<file path="src/rtl/seq_compare_n_if.sv">
// Start/done compare bus between the ALU controller (master) and seq_compare_n (slave).
interface seq_compare_n_if #(
  parameter int unsigned N = 8
);
  logic         start;
  logic [2:0]   mode;
  logic [N-1:0] A;
  logic [N-1:0] B;
  logic         busy;
  logic         done;
  logic [N-1:0] C;
  logic         lt;
  logic         eq;

  modport master (output start, mode, A, B, input busy, done, C, lt, eq);
  modport slave  (input start, mode, A, B, output busy, done, C, lt, eq);
endinterface

</file>
<file path="src/rtl/seq_compare_n.sv">
// Iterative signed/unsigned compare with SLT/MIN/MAX/EQ results.
// Resolves MSB-first, W bits per cycle, fixed latency of N/W cycles.
module seq_compare_n #(
  parameter int unsigned N = 8,
  parameter int unsigned W = 2
) (
  input  logic            clk,
  input  logic            rst_n,
  seq_compare_n_if.slave  bus
);
  localparam int unsigned DIGITS = N / W;
  localparam int unsigned CNT_W  = (DIGITS > 1) ? $clog2(DIGITS) : 1;
  localparam logic [CNT_W-1:0] LAST_CNT = CNT_W'(DIGITS - 1);
  localparam logic [N-1:0] MSB_MASK = {1'b1, {(N-1){1'b0}}};

  localparam logic [2:0] M_SLT  = 3'b000;
  localparam logic [2:0] M_SLTU = 3'b001;
  localparam logic [2:0] M_MIN  = 3'b010;
  localparam logic [2:0] M_MAX  = 3'b011;
  localparam logic [2:0] M_MINU = 3'b100;
  localparam logic [2:0] M_MAXU = 3'b101;
  localparam logic [2:0] M_EQ   = 3'b110;

  typedef enum logic [1:0] {
    S_IDLE = 2'd0,
    S_RUN  = 2'd1,
    S_DONE = 2'd2
  } state_t;

  state_t         r_state;
  logic [CNT_W-1:0] r_cnt;
  logic [2:0]     r_mode;
  logic [N-1:0]   r_a_org;
  logic [N-1:0]   r_b_org;
  logic [N-1:0]   r_a_sh;
  logic [N-1:0]   r_b_sh;
  logic           r_res;
  logic           r_lt_w;
  logic           r_busy;
  logic           r_done;
  logic [N-1:0]   r_c;
  logic           r_lt;
  logic           r_eq;

  logic           w_accept;
  logic           w_signed;
  logic [N-1:0]   w_flip;
  logic [W-1:0]   w_a_dig;
  logic [W-1:0]   w_b_dig;
  logic           w_diff;
  logic           w_res_nx;
  logic           w_lt_nx;
  logic           w_eq_nx;
  logic [N-1:0]   w_c;

  assign bus.busy = r_busy;
  assign bus.done = r_done;
  assign bus.C    = r_c;
  assign bus.lt   = r_lt;
  assign bus.eq   = r_eq;

  // Signed modes bias the MSB so a plain unsigned digit compare gives the signed order
  assign w_accept = bus.start && (r_state != S_RUN);
  assign w_signed = (bus.mode == M_SLT) || (bus.mode == M_MIN) || (bus.mode == M_MAX);
  assign w_flip   = w_signed ? MSB_MASK : '0;

  // Current digit step; the first differing digit decides lt
  always_comb begin
    w_a_dig  = r_a_sh[N-1 -: W];
    w_b_dig  = r_b_sh[N-1 -: W];
    w_diff   = (w_a_dig != w_b_dig);
    w_res_nx = r_res | w_diff;
    w_lt_nx  = r_lt_w;
    if (!r_res && w_diff) begin
      w_lt_nx = (w_a_dig < w_b_dig);
    end
    w_eq_nx = ~w_res_nx;
  end

  always_comb begin
    w_c = '0;
    case (r_mode)
      M_SLT, M_SLTU: w_c = {{(N-1){1'b0}}, w_lt_nx};
      M_MIN, M_MINU: w_c = w_lt_nx ? r_a_org : r_b_org;
      M_MAX, M_MAXU: w_c = w_lt_nx ? r_b_org : r_a_org;
      M_EQ:          w_c = {{(N-1){1'b0}}, w_eq_nx};
      default:       w_c = '0;
    endcase
  end

  always_ff @(posedge clk or negedge rst_n) begin
    if (!rst_n) begin
      r_state <= S_IDLE;
      r_cnt   <= '0;
      r_mode  <= '0;
      r_a_org <= '0;
      r_b_org <= '0;
      r_a_sh  <= '0;
      r_b_sh  <= '0;
      r_res   <= 1'b0;
      r_lt_w  <= 1'b0;
      r_busy  <= 1'b0;
      r_done  <= 1'b0;
      r_c     <= '0;
      r_lt    <= 1'b0;
      r_eq    <= 1'b0;
    end else begin
      r_done <= 1'b0;
      if (w_accept) begin
        r_state <= S_RUN;
        r_cnt   <= '0;
        r_mode  <= bus.mode;
        r_a_org <= bus.A;
        r_b_org <= bus.B;
        r_a_sh  <= bus.A ^ w_flip;
        r_b_sh  <= bus.B ^ w_flip;
        r_res   <= 1'b0;
        r_lt_w  <= 1'b0;
        r_busy  <= 1'b1;
      end else begin
        case (r_state)
          S_IDLE: r_state <= S_IDLE;
          S_RUN: begin
            r_res  <= w_res_nx;
            r_lt_w <= w_lt_nx;
            r_a_sh <= r_a_sh << W;
            r_b_sh <= r_b_sh << W;
            if (r_cnt == LAST_CNT) begin
              r_state <= S_DONE;
              r_busy  <= 1'b0;
              r_done  <= 1'b1;
              r_c     <= w_c;
              r_lt    <= w_lt_nx;
              r_eq    <= w_eq_nx;
            end else begin
              r_cnt <= r_cnt + CNT_W'(1);
            end
          end
          S_DONE:  r_state <= S_IDLE;
          default: r_state <= S_IDLE;
        endcase
      end
    end
  end
endmodule
</file>
<file path="src/flat_wrapper.sv">
// flat-port wrapper written by rule: the top's interface ports become plain ports
module seq_compare_n_flat 
#(
  parameter int unsigned N = 8,
  parameter int unsigned W = 2
)
  (clk, rst_n, bus_start, bus_mode, bus_A, bus_B, bus_busy, bus_done, bus_C, bus_lt, bus_eq);
  seq_compare_n_if #(.N(N)) bus_i ();
  input  logic clk;
  input  logic rst_n;
  input wire logic [$bits(bus_i.start)-1:0] bus_start;
  input wire logic [$bits(bus_i.mode)-1:0] bus_mode;
  input wire logic [$bits(bus_i.A)-1:0] bus_A;
  input wire logic [$bits(bus_i.B)-1:0] bus_B;
  output wire logic [$bits(bus_i.busy)-1:0] bus_busy;
  output wire logic [$bits(bus_i.done)-1:0] bus_done;
  output wire logic [$bits(bus_i.C)-1:0] bus_C;
  output wire logic [$bits(bus_i.lt)-1:0] bus_lt;
  output wire logic [$bits(bus_i.eq)-1:0] bus_eq;
  assign bus_i.start = bus_start;
  assign bus_i.mode = bus_mode;
  assign bus_i.A = bus_A;
  assign bus_i.B = bus_B;
  assign bus_busy = bus_i.busy;
  assign bus_done = bus_i.done;
  assign bus_C = bus_i.C;
  assign bus_lt = bus_i.lt;
  assign bus_eq = bus_i.eq;
  seq_compare_n #(.N(N), .W(W)) u_core (.clk(clk), .rst_n(rst_n), .bus(bus_i));
endmodule
</file>
<file path="config.mk">
export PLATFORM = sky130hd
export DESIGN_NAME = seq_compare_n_flat
export DESIGN_NICKNAME = d
export VERILOG_FILES = /design/src/rtl/seq_compare_n_if.sv /design/src/rtl/seq_compare_n.sv /design/src/flat_wrapper.sv
export SDC_FILE = /design/constraint.sdc
export NUM_CORES = 1
export LEC_CHECK = 0
export CORE_ASPECT_RATIO = 0.5
export CORE_MARGIN = 1
export CORE_UTILIZATION = 49
export DETAILED_ROUTE_END_ITERATION = 10
export PLACE_DENSITY_LB_ADDON = 0.12
export SLEW_MARGIN = 20
export SYNTH_ARGS = -nofsm -noshare
export SYNTH_HDL_FRONTEND = slang
export SYNTH_SLANG_ARGS = --single-unit
</file>
<file path="constraint.sdc">
create_clock -name clk -period 1.8 [get_ports clk]
set_input_delay 0.27 -clock clk [delete_from_list [all_inputs] [get_ports clk]]
set_output_delay 0.27 -clock clk [all_outputs]
set_load 0.01 [all_outputs]
</file>
# [Word-level counts from Yosys, hierarchy flattened]
# Cells that the tools add are included.
[word_totals] reg_bits=53 latchBits=0 mem_bits_rw=0 romBits=0 input_bits=22 output_inout_bits=12 word_cells=75 n_memories=0
[classes] addsub=1 mul=0 div_mod_pow=0 order_cmp=1 n_eq_ne=14 n_shift=0 muxes=25 n_bitwise=5 n_reduce_logical=15
[ops] cell="$mux 8" count=7
[ops] cell="$pmux 8 s4" count=1
[ops] cell="$xor 8x8->8" count=2
[ops] cell="$eq 3x2->1 const B" count=4
[ops] cell="$mux 2" count=6
[ops] cell="$mux 1" count=11
[ops] cell="$eq 3x3->1 const B" count=3
[ops] cell="$logic_not 3->1" count=2
[ops] cell="$reduce_or 2->1" count=3
[ops] cell="$ne 2x1->1 const B" count=2
[ops] cell="$reduce_and 2->1" count=2
[ops] cell="$reduce_bool 2->1" count=2
[ops] cell="$eq 3x1->1 const B" count=1
[ops] cell="$ne 3x1->1 const B" count=1
[ops] cell="$reduce_and 3->1" count=1
[ops] cell="$add 2x1->2 const B" count=1
[ops] cell="$eq 2x1->1 const B" count=1
[ops] cell="$eq 2x2->1 const B" count=1
[ops] cell="$logic_and 1x1->1" count=2
[ops] cell="$logic_or 1x1->1" count=2
[ops] cell="$lt 2x2->1" count=1
[ops] cell="$ne 2x2->1" count=1
[ops] cell="$not 1->1" count=2
[ops] cell="$logic_not 1->1" count=1
[ops] cell="$or 1x1->1" count=1

# [Longest topological paths before layout]
[logic_depth] ltp_word=6 depth_mapped=8 mapped_depth_nobuf=7

# [Worst setup path before layout]
# Ideal clock, no wire load.
[synth_timing] path_kind="register to register" start="register u_core.r_b_sh[6]" end="register u_core.r_c[1], in the netlist u_core.bus.C[1]" setup_time_ns=0.126 arrival_time_ns=1.767 t_required_ns=1.674 setup_slack_ns=-0.093 stages_incl_launch_ff=8 path_buffers=1 synth_period_minus_slack_ns=1.893 cell_sequence="dfrtp_1 > ha_1 > nand2b_4 > a211oi_4 > o21ai_4 > and2_4 > buf_6 > a221o_1"
[synth_between] elab_chain_cells=5 elab_cells_between_ends=7 classes_between="1 x order compare; 1 x eq/ne; 4 x mux; 1 x reduce/logical"
[synth_lines] element="start: declaration" line="seq_compare_n.sv:36" text="logic [N-1:0] r_b_sh;"
[synth_lines] element="start signal: assignment" line="seq_compare_n.sv:116" text="r_b_sh <= bus.B ^ w_flip;"
[synth_lines] element="start signal: assignment" line="seq_compare_n.sv:127" text="r_b_sh <= r_b_sh << W;"
[synth_lines] element="$ne 2x2->1" line="seq_compare_n.sv:71" text="w_diff = (w_a_dig != w_b_dig);"
[synth_lines] element="$logic_and 1x1->1" line="seq_compare_n.sv:74" text="if (!r_res && w_diff) begin"
[synth_lines] element="$mux 1 *" line="seq_compare_n.sv:74"
[synth_lines] element="$mux 8 (on tied branches)" line="seq_compare_n.sv:85, seq_compare_n.sv:84"
[synth_lines] element="$pmux 8 s4 *" line="seq_compare_n.sv:82" text="case (r_mode)"
[synth_lines] element="end signal: assignment" line="seq_compare_n.sv:132" text="r_c <= w_c;"
[synth_lines] element="end: declaration" line="seq_compare_n.sv:41" text="logic [N-1:0] r_c;"
# Mark *: on every way between the ends. The rest lies on a longest branch, timed or not.
# A chain may end at the register's enable or synchronous reset.

# [Worst setup path in the final report]
[layout_timing] start="register u_core.r_a_sh[6]" end="register u_core.r_c[4], in the netlist u_core.bus.C[4]"
[layout_between] elab_chain_cells=5 elab_cells_between_ends=7 classes_between="1 x order compare; 1 x eq/ne; 4 x mux; 1 x reduce/logical"
[layout_lines] element="start: declaration" line="seq_compare_n.sv:35" text="logic [N-1:0] r_a_sh;"
[layout_lines] element="start signal: assignment" line="seq_compare_n.sv:115" text="r_a_sh <= bus.A ^ w_flip;"
[layout_lines] element="start signal: assignment" line="seq_compare_n.sv:126" text="r_a_sh <= r_a_sh << W;"
[layout_lines] element="$ne 2x2->1" line="seq_compare_n.sv:71"
[layout_lines] element="$logic_and 1x1->1" line="seq_compare_n.sv:74"
[layout_lines] element="$mux 1 *" line="seq_compare_n.sv:74"
[layout_lines] element="$mux 8 (on tied branches)" line="seq_compare_n.sv:85, seq_compare_n.sv:84"
[layout_lines] element="$pmux 8 s4 *" line="seq_compare_n.sv:82"
# Marks and branches as above.

==> metrics.txt <==
outcome finished, violations left; failing checks negative setup slack; count of buffers from port buffering 33; Max Slew Vio Count 0; Worst setup SP type flop; hpwl dp roughly 3600 um; post-synthesis mux area share between 10% and 20%; final net count around 280; largest family of logic cells by synthesized area multiplexers; number of flops mapped to enable cells by yosys 0; Final ANT Viol Nets 0; gr usage total 22.23%; initial core utilization 53.35%; Synth top area share 53.86%; slowest CP cell dfrtp_1; Rows 17; PwrDens 1573 mW/mm2; Slew headroom a little under two thirds; DR vias 1725; maximum vdd drop roughly 0.67 mV; gr ovfl total 0; CP Class flop to flop; routed wire length 5155 um; critical path's largest stage delay 0.40 ns; Syn Inst Count 214; worst reg2reg path depth 7; DR pass1 iterations 4; XOR/XNOR Fraction of Synth Area 1.067%; syn_area_per_cell 11.51 um2; final hold violation count 0; Adder-Cell Fraction of Synth Area 1.524%; vias in the first global route 1687; GPL Wtd Cong 0.8304; critical path data required time approximately 2.0 ns; Area Overhead vs Synth 25.20%; # H-tree levels 2; DR DRC count 0; Max FO, Critical Path 8; mean routed wirelength per cell 16.11 um; drt initial violations 58; Power Total 4.848 mW; Num CTS Buffers 5; yosys warns 0; Mapped Area 0.002462 mm2; Critical Path Start u_core.r_a_sh[6]; number of cells on the critical path 7; sequential fraction of the synthesis area between 50% and 60%; fraction of registers with async set/reset between 90% and 100%; Synth Area in Compound Gates 12.86%; Tightest Pin Transition about 0.54 ns; core area 0.004616 mm2; Tcrit/Tclk final 102.2%; min-delay worst type input port to async pin; clk_lat worst skew 0.31 ns; CP cell instances inv_2 > ha_4 > nand2b_4 > a211oi_4 > o21ai_4 > and2_4 > a221o_1; pin count of the biggest net entering global routing 54; Synth Area in Simple Gates between 10% and 20%; RSZ-0062 raised after global routing yes; CTS Sinks 53; vias per cell approximately 5.4; Mapped Nets 239; Leak 1.348 nW; CTS tree yes; CP delay by family, top compound AO/OA/AOI/OAI gates; diode count 0; minimum clock period between 1.5 and 2 ns; leading area contributor after synthesis dfrtp_1; Synth area leaders dfrtp_1 (54%), mux2_2 (9.1%), mux2i_1 (6.9%); worst r2r dst u_core.bus.C[4]; max_cap viols 0; endpoint class of the critical path flop; Worst Setup EP u_core.bus.C[4]; Critical R2R Launch u_core.r_a_sh[6]; Placed Cells 311; Die Area 0.005330 mm2; Final Non-Filler Cells 320; layout cell share with drive strength beyond 1 22.44%; Die W 102.3 um; die height 52.13 um; Clock Path Buffers 2; post-synthesis register bit count 53; Placed Area 0.002922 mm2; IO Pins 34; fill count 375; initial antenna violation count 0; root buffer cell clkbuf_8; Arr. time, crit path 2.03 ns; CTS clk-pin slew, worst paths 0.09 ns; fmax between 500 and 600 MHz; first-pass GRT wire length between 8000 and 9000 um; Distinct cells, synth 35; Reg2Reg Setup Slack -0.04 ns; ys flop type dfrtp_1; final instance area 0.003083 mm2; WP buf/inv 1; clk_skew 0.002874 ns; fin worst setup slack -0.03871 ns; count of final setup violators 7
[sequential cells by signal (all words and copies together), names as in the netlist]
signal,count
u_core.bus.done,1
u_core.r_res,1
u_core.r_b_org,8
u_core.r_a_org,8
u_core.r_mode,3
u_core.r_state,2
u_core.bus.C,8
u_core.r_b_sh,8
u_core.bus.busy,1
u_core.bus.eq,1
u_core.r_a_sh,8
u_core.bus.lt,1
u_core.r_lt_w,1
u_core.r_cnt,2
[final cells by class]
type / count / area (um2) / share of cell area (%)
Tap cell: 66 / 82.58 / 2.679
Clock inverter: 1 / 7.507 / 0.2435
Sequential cell: 53 / 1326 / 43.02
Inverter: 7 / 26.28 / 0.8523
Timing Repair Buffer: 44 / 435.4 / 14.12
Clock buffer: 6 / 82.58 / 2.679
Multi-Input combinational cell: 143 / 1122 / 36.40
[worst reg2reg max path: cells and delay by family, from the launching register on]
| family | cells | cell delay (ns) |
|---|---|---|
| AOI/OAI and AO/OA | 3 | 0.71 |
| DFF | 1 | 0.40 |
| and+or+nand+nor | 2 | 0.34 |
| adders and majority gates | 1 | 0.20 |
| buffers and inverters | 1 | 0.07 |
[per-stage QoR]
stage / setup slack [ns] / utilization (%) / hold WS [ns] / setup TNS, ns
floorplan: -0.03894 / - / -0.02559 / -0.2726
global placement: -0.03166 / 63.30 / 0.2819 / -0.03632
detailed placement: -0.06148 / 63.30 / 0.2843 / -0.3361
CTS: -0.04226 / 66.22 / 0.4879 / -0.1708
global route: -0.1084 / 66.79 / 0.5074 / -0.6849
finish: -0.03871 / 66.79 / 0.4760 / -0.2477
[where the power goes]
part           internal, mW  leakage [nW]  total, mW  switching (mW)
clock network         0.305        0.0433      0.685           0.381
logic                  1.08         0.642       2.09            1.01
registers              1.70         0.663       2.07           0.379
total                  3.08          1.35       4.85            1.77
[layer usage]
layer | track usage [%] | part of all wire (%)
met1 | 31.24 | 52
met2 | 33.00 | 43
met3 | 6.048 | 3.7
met4 | 8.095 | 1.2
met5 | 0 | 0
[repair_timing]
action	CTS	global route
hold endpoints to repair	53	0
resized for setup	7	4
hold buffers	1	0
setup endpoints to repair	8	8
pin swaps	0	4
buffers inserted	0	1
[worst min path at each step]
stage                                   to           from  cells past startpoint
final                     u_core.r_mode[1]          rst_n                      3
after global routing         u_core.bus.eq  u_core.bus.eq                      2
after CTS                  u_core.bus.done          rst_n                      3
after detailed placement   u_core.bus.done          rst_n                      2
after global placement     u_core.bus.C[0]          rst_n                      2
after floorplan            u_core.bus.C[0]          rst_n                      0
[kinds of logic (layout without fill, tap and decap cells)]
| group | count (synthesis) | in the layout |
|---|---|---|
| compound gates | 46 | 46 |
| fa+ha+maj | 3 | 3 |
| xor+xnor | 3 | 3 |
| flops | 53 | 53 |
| simple gates | 54 | 54 |
| mux | 37 | 37 |
| buf+inv | 18 | 58 |
[layout by cell type (no fill, tap or decap), types with 5 or more instances in the layout]
master           synthesis  routed
mux2_2                  20      20
nand2_1                 26      26
dfrtp_1                 53      53
clkbuf_8                 0       6
a21oi_1                 11      10
mux2i_1                 17      17
buf_4                    0       8
inv_1                    7       5
clkdlybuf4s50_1          0      32
o21ai_0                 18      18
nor2_1                   8       6
a221o_1                  7       7
and2_1                   8       7
[Yosys cell counts, drive strengths merged, types with 3 or more instances]
library cell	number
mux2	20
o21ai	20
dfrtp	53
nor2	8
clkbuf	4
inv	7
a221o	7
nand2	26
ha	3
mux2i	17
and2	9
buf	7
a21oi	11
Note: power is estimated with default switching activity, not from simulation.
